File: config.mk
export PLATFORM = sky130hd
export DESIGN_NAME = regfile_writeback
export DESIGN_NICKNAME = d
export VERILOG_FILES = /design/src/rtl/simple_cpu_pkg.sv /design/src/rtl/regfile_wb_fifo.sv /design/src/rtl/regfile_writeback.sv
export SDC_FILE = /design/constraint.sdc
export NUM_CORES = 1
export LEC_CHECK = 0
export CAP_MARGIN = 25
export CORE_ASPECT_RATIO = 0.9
export CORE_UTILIZATION = 45
export CTS_BUF_LIST = sky130_fd_sc_hd__clkbuf_8 sky130_fd_sc_hd__clkbuf_16
export CTS_CLUSTER_DIAMETER = 120
export CTS_CLUSTER_SIZE = 30
export DETAILED_ROUTE_END_ITERATION = 6
export PLACE_DENSITY = 0.68
export RECOVER_POWER = 25
export SKIP_LAST_GASP = 1
export SLEW_MARGIN = 20
export SYNTH_ARGS = -nofsm -noshare
export SYNTH_HDL_FRONTEND = slang
export SYNTH_SLANG_ARGS = --single-unit
File: constraint.sdc
create_clock -name clock -period 6.15 [get_ports clock]
set_input_delay 1.23 -clock clock [delete_from_list [all_inputs] [get_ports clock]]
set_output_delay 1.23 -clock clock [all_outputs]
set_load 0.05 [all_outputs]
File: src/rtl/simple_cpu_pkg.sv
// Shared CPU-wide widths and the writeback queue entry type.
package simple_cpu_pkg;
  localparam int XLEN       = 32;
  localparam int REG_ADDR_W = 5;
  localparam int NUM_REGS   = 2 ** REG_ADDR_W;

  typedef struct packed {
    logic [REG_ADDR_W-1:0] rd;
    logic [XLEN-1:0]       data;
  } wb_entry_t;
endpackage

File: src/rtl/regfile_wb_fifo.sv
// Generic in-order queue with wrap-bit pointers; also exposes its entries
// oldest-first so the owner can scan the valid window.
module regfile_wb_fifo #(
  parameter int DEPTH = 4,
  parameter int W     = 37
) (
  input  logic                       clock,
  input  logic                       reset,
  input  logic                       push,
  input  logic [W-1:0]               push_data,
  input  logic                       pop,
  output logic [W-1:0]               head,
  output logic                       full,
  output logic [$clog2(DEPTH):0]     level,
  output logic [DEPTH-1:0][W-1:0]    ordered
);
  localparam int AW = $clog2(DEPTH);

  logic [AW:0]  wptr;
  logic [AW:0]  rptr;
  logic [W-1:0] mem [DEPTH];

  always_ff @(posedge clock or negedge reset) begin
    if (!reset) begin
      wptr <= '0;
      rptr <= '0;
    end else begin
      if (push) wptr <= wptr + 1'b1;
      if (pop)  rptr <= rptr + 1'b1;
    end
  end

  // Storage is not reset: the pointers alone decide which slots are live.
  always_ff @(posedge clock) begin
    if (push) mem[wptr[AW-1:0]] <= push_data;
  end

  assign level = wptr - rptr;
  assign full  = (wptr[AW] != rptr[AW]) && (wptr[AW-1:0] == rptr[AW-1:0]);
  assign head  = (level != '0) ? mem[rptr[AW-1:0]] : '0;

  always_comb begin
    logic [AW-1:0] idx;
    idx = '0;
    for (int k = 0; k < DEPTH; k++) begin
      idx        = rptr[AW-1:0] + AW'(k);
      ordered[k] = mem[idx];
    end
  end
endmodule

File: src/rtl/regfile_writeback.sv
// Register-file write side: queues execute results, drains one per cycle,
// and publishes pending destinations. Optional lookup: REGFILE_WB_FORWARD_EN.
module regfile_writeback
  import simple_cpu_pkg::*;
#(
  parameter int DEPTH = 4
) (
  input  logic                    clock,
  input  logic                    reset,
  // Handshake: a result transfers on a rising edge where in_valid && in_ready;
  // in_ready depends only on registered state, never on in_valid.
  input  logic                    in_valid,
  output logic                    in_ready,
  input  logic [REG_ADDR_W-1:0]   in_rd,
  input  logic [XLEN-1:0]         in_data,
`ifdef REGFILE_WB_FORWARD_EN
  input  logic [REG_ADDR_W-1:0]   fwd_rs1,
  input  logic [REG_ADDR_W-1:0]   fwd_rs2,
  output logic                    fwd_rs1_hit,
  output logic                    fwd_rs2_hit,
  output logic [XLEN-1:0]         fwd_rs1_data,
  output logic [XLEN-1:0]         fwd_rs2_data,
`endif
  input  logic                    rf_ready,
  output logic                    rf_we,
  output logic [REG_ADDR_W-1:0]   rf_waddr,
  output logic [XLEN-1:0]         rf_wdata,
  output logic [NUM_REGS-1:0]     pending_mask,
  output logic [$clog2(DEPTH):0]  level
);
  localparam int W = $bits(wb_entry_t);

  logic                   ready_en;
  logic                   full;
  logic                   push;
  wb_entry_t              push_entry;
  wb_entry_t              head_entry;
  wb_entry_t [DEPTH-1:0]  ordered;

  // Holds in_ready low through reset and for nothing longer.
  always_ff @(posedge clock or negedge reset) begin
    if (!reset) ready_en <= 1'b0;
    else        ready_en <= 1'b1;
  end

  assign in_ready   = ready_en && !full;
  assign push       = in_valid && in_ready && (in_rd != '0);
  assign push_entry = '{rd: in_rd, data: in_data};

  regfile_wb_fifo #(.DEPTH(DEPTH), .W(W)) u_fifo (
    .clock     (clock),
    .reset     (reset),
    .push      (push),
    .push_data (push_entry),
    .pop       (rf_we),
    .head      (head_entry),
    .full      (full),
    .level     (level),
    .ordered   (ordered)
  );

  assign rf_we    = (level != '0) && rf_ready;
  assign rf_waddr = head_entry.rd;
  assign rf_wdata = head_entry.data;

  always_comb begin
    pending_mask = '0;
    for (int k = 0; k < DEPTH; k++) begin
      if (k < int'(level)) pending_mask[ordered[k].rd] = 1'b1;
    end
    pending_mask[0] = 1'b0;
  end

`ifdef REGFILE_WB_FORWARD_EN
  // Scan oldest to youngest so the youngest matching entry wins.
  always_comb begin
    fwd_rs1_hit  = 1'b0;
    fwd_rs2_hit  = 1'b0;
    fwd_rs1_data = '0;
    fwd_rs2_data = '0;
    for (int k = 0; k < DEPTH; k++) begin
      if (k < int'(level) && fwd_rs1 != '0 && ordered[k].rd == fwd_rs1) begin
        fwd_rs1_hit  = 1'b1;
        fwd_rs1_data = ordered[k].data;
      end
      if (k < int'(level) && fwd_rs2 != '0 && ordered[k].rd == fwd_rs2) begin
        fwd_rs2_hit  = 1'b1;
        fwd_rs2_data = ordered[k].data;
      end
    end
  end
`else
  logic unused_fwd_data;
  assign unused_fwd_data = ^ordered;
`endif
endmodule

# Yosys cells after proc, flatten, opt, wreduce, memory -nomap -nowiden
# Memory sizes are Yosys's and may differ from the RTL's.
# Cells that the tools add are included.
# W data, S select, Z words.
classes:
  n_eq_ne: 2
  n_addsub: 6
  shift: 0
  bitwise_logic: 3
  muxes: 15
  magnitude_cmp: 12
  div_mod_pow: 0
  multipliers: 0
  n_reduce_logical: 12
op_table:
  columns: ["op", "n"]
  rows:
  - ["$mux W32", 4]
  - ["$or A32 B32 Y32", 3]
  - ["$mux W37", 1]
  - ["$lt A5 B6 Y1 const B", 4]
  - ["$demux W1 S5", 4]
  - ["$ge A5 B1 Y1 const B", 4]
  - ["$logic_and A1 B1 Y1", 9]
  - ["$add A3 B1 Y3 const B", 2]
  - ["$lt A1 B3 Y1 const A", 2]
  - ["$lt A2 B3 Y1 const A", 2]
  - ["$mux W1", 6]
  - ["$reduce_bool A5 Y1", 1]
  - ["$add A2 B2 Y2 const B", 2]
  - ["$reduce_bool A3 Y1", 1]
  - ["$sub A3 B3 Y3", 1]
  - ["$add A2 B1 Y2 const B", 1]
  - ["$eq A2 B2 Y1", 1]
  - ["$logic_not A1 Y1", 1]
  - ["$ne A1 B1 Y1", 1]
word_totals:
  inputBits: 41
  output_inout_bits: 74
  mem_bits_rw: 148
  rom_bits: 0
  memories: 1
  latch_bits: 0
  word_cells: 54
  reg_bits: 7
memory_table:
  columns: ["memory", "words", "width", "read_ports", "rd_clocked_by_memory_dff", "wr", "line_no", "text"]
  rows:
  - ["u_fifo.mem", 4, 37, 4, 0, 1, "regfile_wb_fifo.sv:21", "logic [W-1:0] mem [DEPTH];"]

# Depth between registers and ports, before layout
# An unclocked memory read counts as a cell.
logic_depth:
  depth_word: 12
  mapped_depth: 9
  depth_no_buf: 8

# By module
# From an unflattened synthesis, not the netlist that was laid out.
hier_totals:
  cells_unflattened: 568
  area_unflattened_um2: 9902.0
by_module_without_submodules:
  columns: ["mod", "n_inst", "cells_each", "seq_area_each_um2", "area_per_inst_um2"]
  rows:
  - ["regfile_wb_fifo", 1, 412, 4594.4, 8750.9]
  - ["regfile_writeback", 1, 156, 25.0, 1151.1]

# Worst setup path after synthesis
# No wires, ideal clock.
synth_timing:
  path_kind: "reg2reg"
  start: "register u_fifo.rptr[1]"
  end: "memory u_fifo.mem[3][0], enable pin"
  required_time_ps: 5668
  setup_time_ps: 481
  path_stages_with_launch: 9
  path_slack_ps: 1212
  period_less_slack_ps: 4938
  arrival_ps: 4456
  n_path_buf: 3
  path_cell_list: "dfrtp_1 clkbuf_1 buf_2 buf_1 inv_1 ha_1 nand2_1 o21ai_0 nor3_1"
synth_via:
  elab_chain_len: 8
synth_lines:
  columns: ["item", "line_no", "text"]
  rows:
  - ["from (decl)", "regfile_wb_fifo.sv:20", "logic [AW:0] rptr;"]
  - ["from (signal assigned)", "regfile_wb_fifo.sv:29", "if (pop) rptr <= rptr + 1'b1;"]
  - ["$eq A2 B2 Y1", "regfile_wb_fifo.sv:39", "assign full = (wptr[AW] != rptr[AW]) && (wptr[AW-1:0] == rptr[AW-1:0]);"]
  - ["$logic_and A1 B1 Y1", "regfile_wb_fifo.sv:39", null]
  - ["$logic_not A1 Y1", "regfile_writeback.sv:46", "assign in_ready = ready_en && !full;"]
  - ["$logic_and A1 B1 Y1", "regfile_writeback.sv:46", null]
  - ["$logic_and A1 B1 Y1 (2 in series)", "regfile_writeback.sv:47", "assign push = in_valid && in_ready && (in_rd != '0);"]
  - ["$mux W1", "regfile_wb_fifo.sv:35", "if (push) mem[wptr[AW-1:0]] <= push_data;"]
  - ["$mux W1 (implied by the code)", "regfile_wb_fifo.sv:35", null]
  - ["to (decl)", "regfile_wb_fifo.sv:21", null]
# Every way passes these cells.

# Worst setup path in the final report
layout_timing:
  start: "register u_fifo.rptr[1]"
  end: "output pending_mask[2]"
layout_via:
  elab_chain_len: 12
  elab_cells_between_ends: 36
  classes_between: "add/sub: 4; order compare: 12; mux: 12; bitwise: 3; reduce/logical: 4; memory: 1"
layout_lines:
  columns: ["item", "line_no", "text"]
  rows:
  - ["$add A2 B1 Y2 or $mem_v2 Z4 W37 (tied branches)", null, null]
  - ["$mem_v2 Z4 W37 (tied with other cells)", null, null]
  - ["$lt A5 B6 Y1 (implied by the code) (tied with other cells)", "regfile_writeback.sv:69", "if (k < int'(level)) pending_mask[ordered[k].rd] = 1'b1;"]
  - ["$logic_and A1 B1 Y1 (implied by the code) or $mux W1 (tied branches)", "regfile_writeback.sv:69", null]
  - ["$mux W1 (implied by the code) or $demux W1 S5 (tied branches)", "regfile_writeback.sv:69", null]
  - ["$demux W1 S5 or $mux W32 (tied branches)", "regfile_writeback.sv:69", null]
  - ["$or A32 B32 Y32 (no source line)", null, null]
  - ["$mux W32", "regfile_writeback.sv:69", null]
  - ["$or A32 B32 Y32 (no source line)", null, null]
  - ["$mux W32", "regfile_writeback.sv:69", null]
  - ["$or A32 B32 Y32 (no source line)", null, null]
  - ["$mux W32 (*)", "regfile_writeback.sv:69", null]
  - ["to (decl)", "regfile_writeback.sv:28", "output logic [NUM_REGS-1:0] pending_mask,"]
# Every way passes the cells marked *; elsewhere a longest branch is shown, timed or not.

==> results.json <==
{
  "outcome": "finished with violations",
  "violations": "DRC",
  "pin_count": 115,
  "routedWlPerCell_um": 21.8,
  "path_max_fanout": 44,
  "final_util_pct": 57.8,
  "num_antenna_cells": 0,
  "final_common_cell": "edfxtp_1",
  "hold_buffers": 0,
  "cp-startpoint": "u_fifo.rptr[1]",
  "first_pass_iters": 7,
  "nets": 603,
  "grt_max_degree": 54,
  "coreArea_um2": 16200,
  "multi_input_area_um2": 2740,
  "drc_errors": 18,
  "area.growth.synth_to_final_pct": 24.4,
  "rsz0062_at_grt": "no",
  "netlist_instances": 441,
  "die_area_um2": 17300,
  "start_util_pct": 46.5,
  "cts_buffer_depth": 2,
  "ant_nets": 0,
  "cp.arrival_ns": 4.18,
  "die_h_um": 125,
  "setup_viol": 0,
  "netlist_top_cells_area": "edfxtp_1, mux4_2, and2_1",
  "vias": 4655,
  "antenna_found_initial": 2,
  "synth_ff_type": "edfxtp_1",
  "grt_pass1_vias": 4775,
  "synth_area_um2": 7550,
  "start_kind": "flip-flop",
  "worstHoldStart": "u_fifo.wptr[2]",
  "dp_hpwl_mm": 11.2,
  "dieWidth_um": 139,
  "synth_top_area_share_pct": 58.9,
  "synth_enable_flop_cells": 148,
  "setup_tns_ns": 0,
  "slew_viol_final": 0,
  "max_cap_violations": 0,
  "gp_congestion": 0.922,
  "cts_root_buf": "clkbuf_16",
  "synth_fp_nets": 490,
  "tightestPinTransition_ns": 1.01,
  "synth_seq_cells": 155,
  "drive_above_1_share_pct": 21.7,
  "ys_types": 50,
  "avgViaCountPerCell": 6.02,
  "wirelength_mm": 16.9,
  "cts_tree": "built",
  "synth_top_area_cell": "edfxtp_1",
  "rr_startpoint": "u_fifo.rptr[0]",
  "cts.sinks": 155,
  "cts_setup_buffers": 0,
  "skew_ns": 0.00727,
  "synthArstFlopShare_pct": 4.52,
  "ys_seq_area_share_pct": 61.2,
  "track_usage_pct": 20.5,
  "hold_viol_final": 0,
  "numCtsBuffers": 17,
  "post-route-period-util_pct": 87.9,
  "nFillCells": 1244,
  "syn_area_per_cell_um2": 17.1,
  "htreeDepth": 4,
  "clkTransAtPathRegs_ns": 0.06,
  "drt_iter0_drc": 459,
  "crit_required_ns": 4.92,
  "row_count": 44,
  "ctsResizeCount": 0,
  "relSlewSlack_pct": 32.6,
  "clk_latency_ns": 0.42,
  "port-buffer-count": 113,
  "hold_path.class": "reg2reg",
  "gr-total-overflow": 0,
  "final_cell_mix": "edfxtp_1, clkdlybuf4s50_1, mux4_2",
  "fmax_mhz": 185,
  "finalCriticalPeriod_ns": 5.41,
  "endpoint_kind": "output pin",
  "grt_pass1_wl_mm": 26.8,
  "critPathKind": "reg2out",
  "seqCellArea_um2": 4620,
  "yosys_warnings": 0
}
## Yosys cell counts, types with 4 or more instances
cell / number
nor3b_2: 8
inv_1: 9
edfxtp_1: 148
buf_2: 12
dfrtp_1: 7
and2_1: 41
nor3_1: 5
ha_1: 7
mux4_2: 52
nand3_1: 11
a32oi_1: 15
o221ai_1: 24
clkbuf_1: 6
nand3b_1: 4
and3b_4: 5
a22oi_1: 16
nand2_1: 9
o211ai_1: 8
## sequential cells by signal, summed over array words and instances, names as in the netlist
signal,count
ready_en,1
u_fifo.mem,148
u_fifo.rptr,3
u_fifo.wptr,3
## routing by layer
metal	routed length [um]	GRT usage, %	share of wire (%)	up-vias
li1	-	-	-	2076
met1	7460	27.4	44	2329
met2	8010	32.9	47	218
met3	1090	4.31	6.5	28
met4	303	8.26	1.8	4
met5	21	0	0.12	-
## critical path: stages (launching register included)
cell             delay [ns]
dfrtp_2                0.37
buf_4                  0.54
ha_1                   0.54
mux4_2                 0.62
a21oi_1                0.26
nand2b_1               0.28
o221ai_1               0.29
clkdlybuf4s50_1        0.85
## per-stage QoR
stage / instances / instance area [um^2] / setup slack [ns] / hold slack [ns]
after detailed placement: 740 / 8820 / 1.18 / 0.540
after global placement: 739 / 8800 / 1.22 / 0.533
after CTS: 771 / 9340 / 0.720 / 0.548
after floorplan: 441 / 7550 / 1.21 / 0.494
after global routing: 773 / 9390 / 0.516 / 0.563
final: 773 / 9390 / 0.744 / 0.550
## final timing paths
path                            slack (ns)         endpoint  cells past startpoint
worst max-delay path                  0.74  pending_mask[2]                      7
worst min-delay path                  0.55   u_fifo.wptr[2]                      1
worst max register to register        2.91   u_fifo.rptr[0]                      7
worst min register to register        0.55   u_fifo.wptr[2]                      1
max in group asynchronous             4.69   u_fifo.rptr[0]                      1
min in group asynchronous             1.17   u_fifo.rptr[0]                      1
## logic make-up after synthesis
family	Yosys count	synth area share, %
adder cells (fa/ha/maj)	8	1.43
multiplexers	53	15.7
AND/OR/NAND/NOR	109	10.1
AO/OA/AOI/OAI	72	8.11
other	2	0.0995
flip-flops	155	61.2
buffers and inverters	36	2.57
XOR/XNOR	6	0.879
## final cells by class
cell class              count  share of cell area [%]
flip-flops and latches    155                    49.3
multi-input cells         250                    29.2
repair buffers            120                    12.8
clock buffers              17                    4.53
well taps                 207                    2.76
clock inverters            14                   0.986
inverters                  10                   0.400
Power is left out: the tool's default activity adds up to more than one toggle a clock period on the data nets, which glitch-free logic cannot reach.
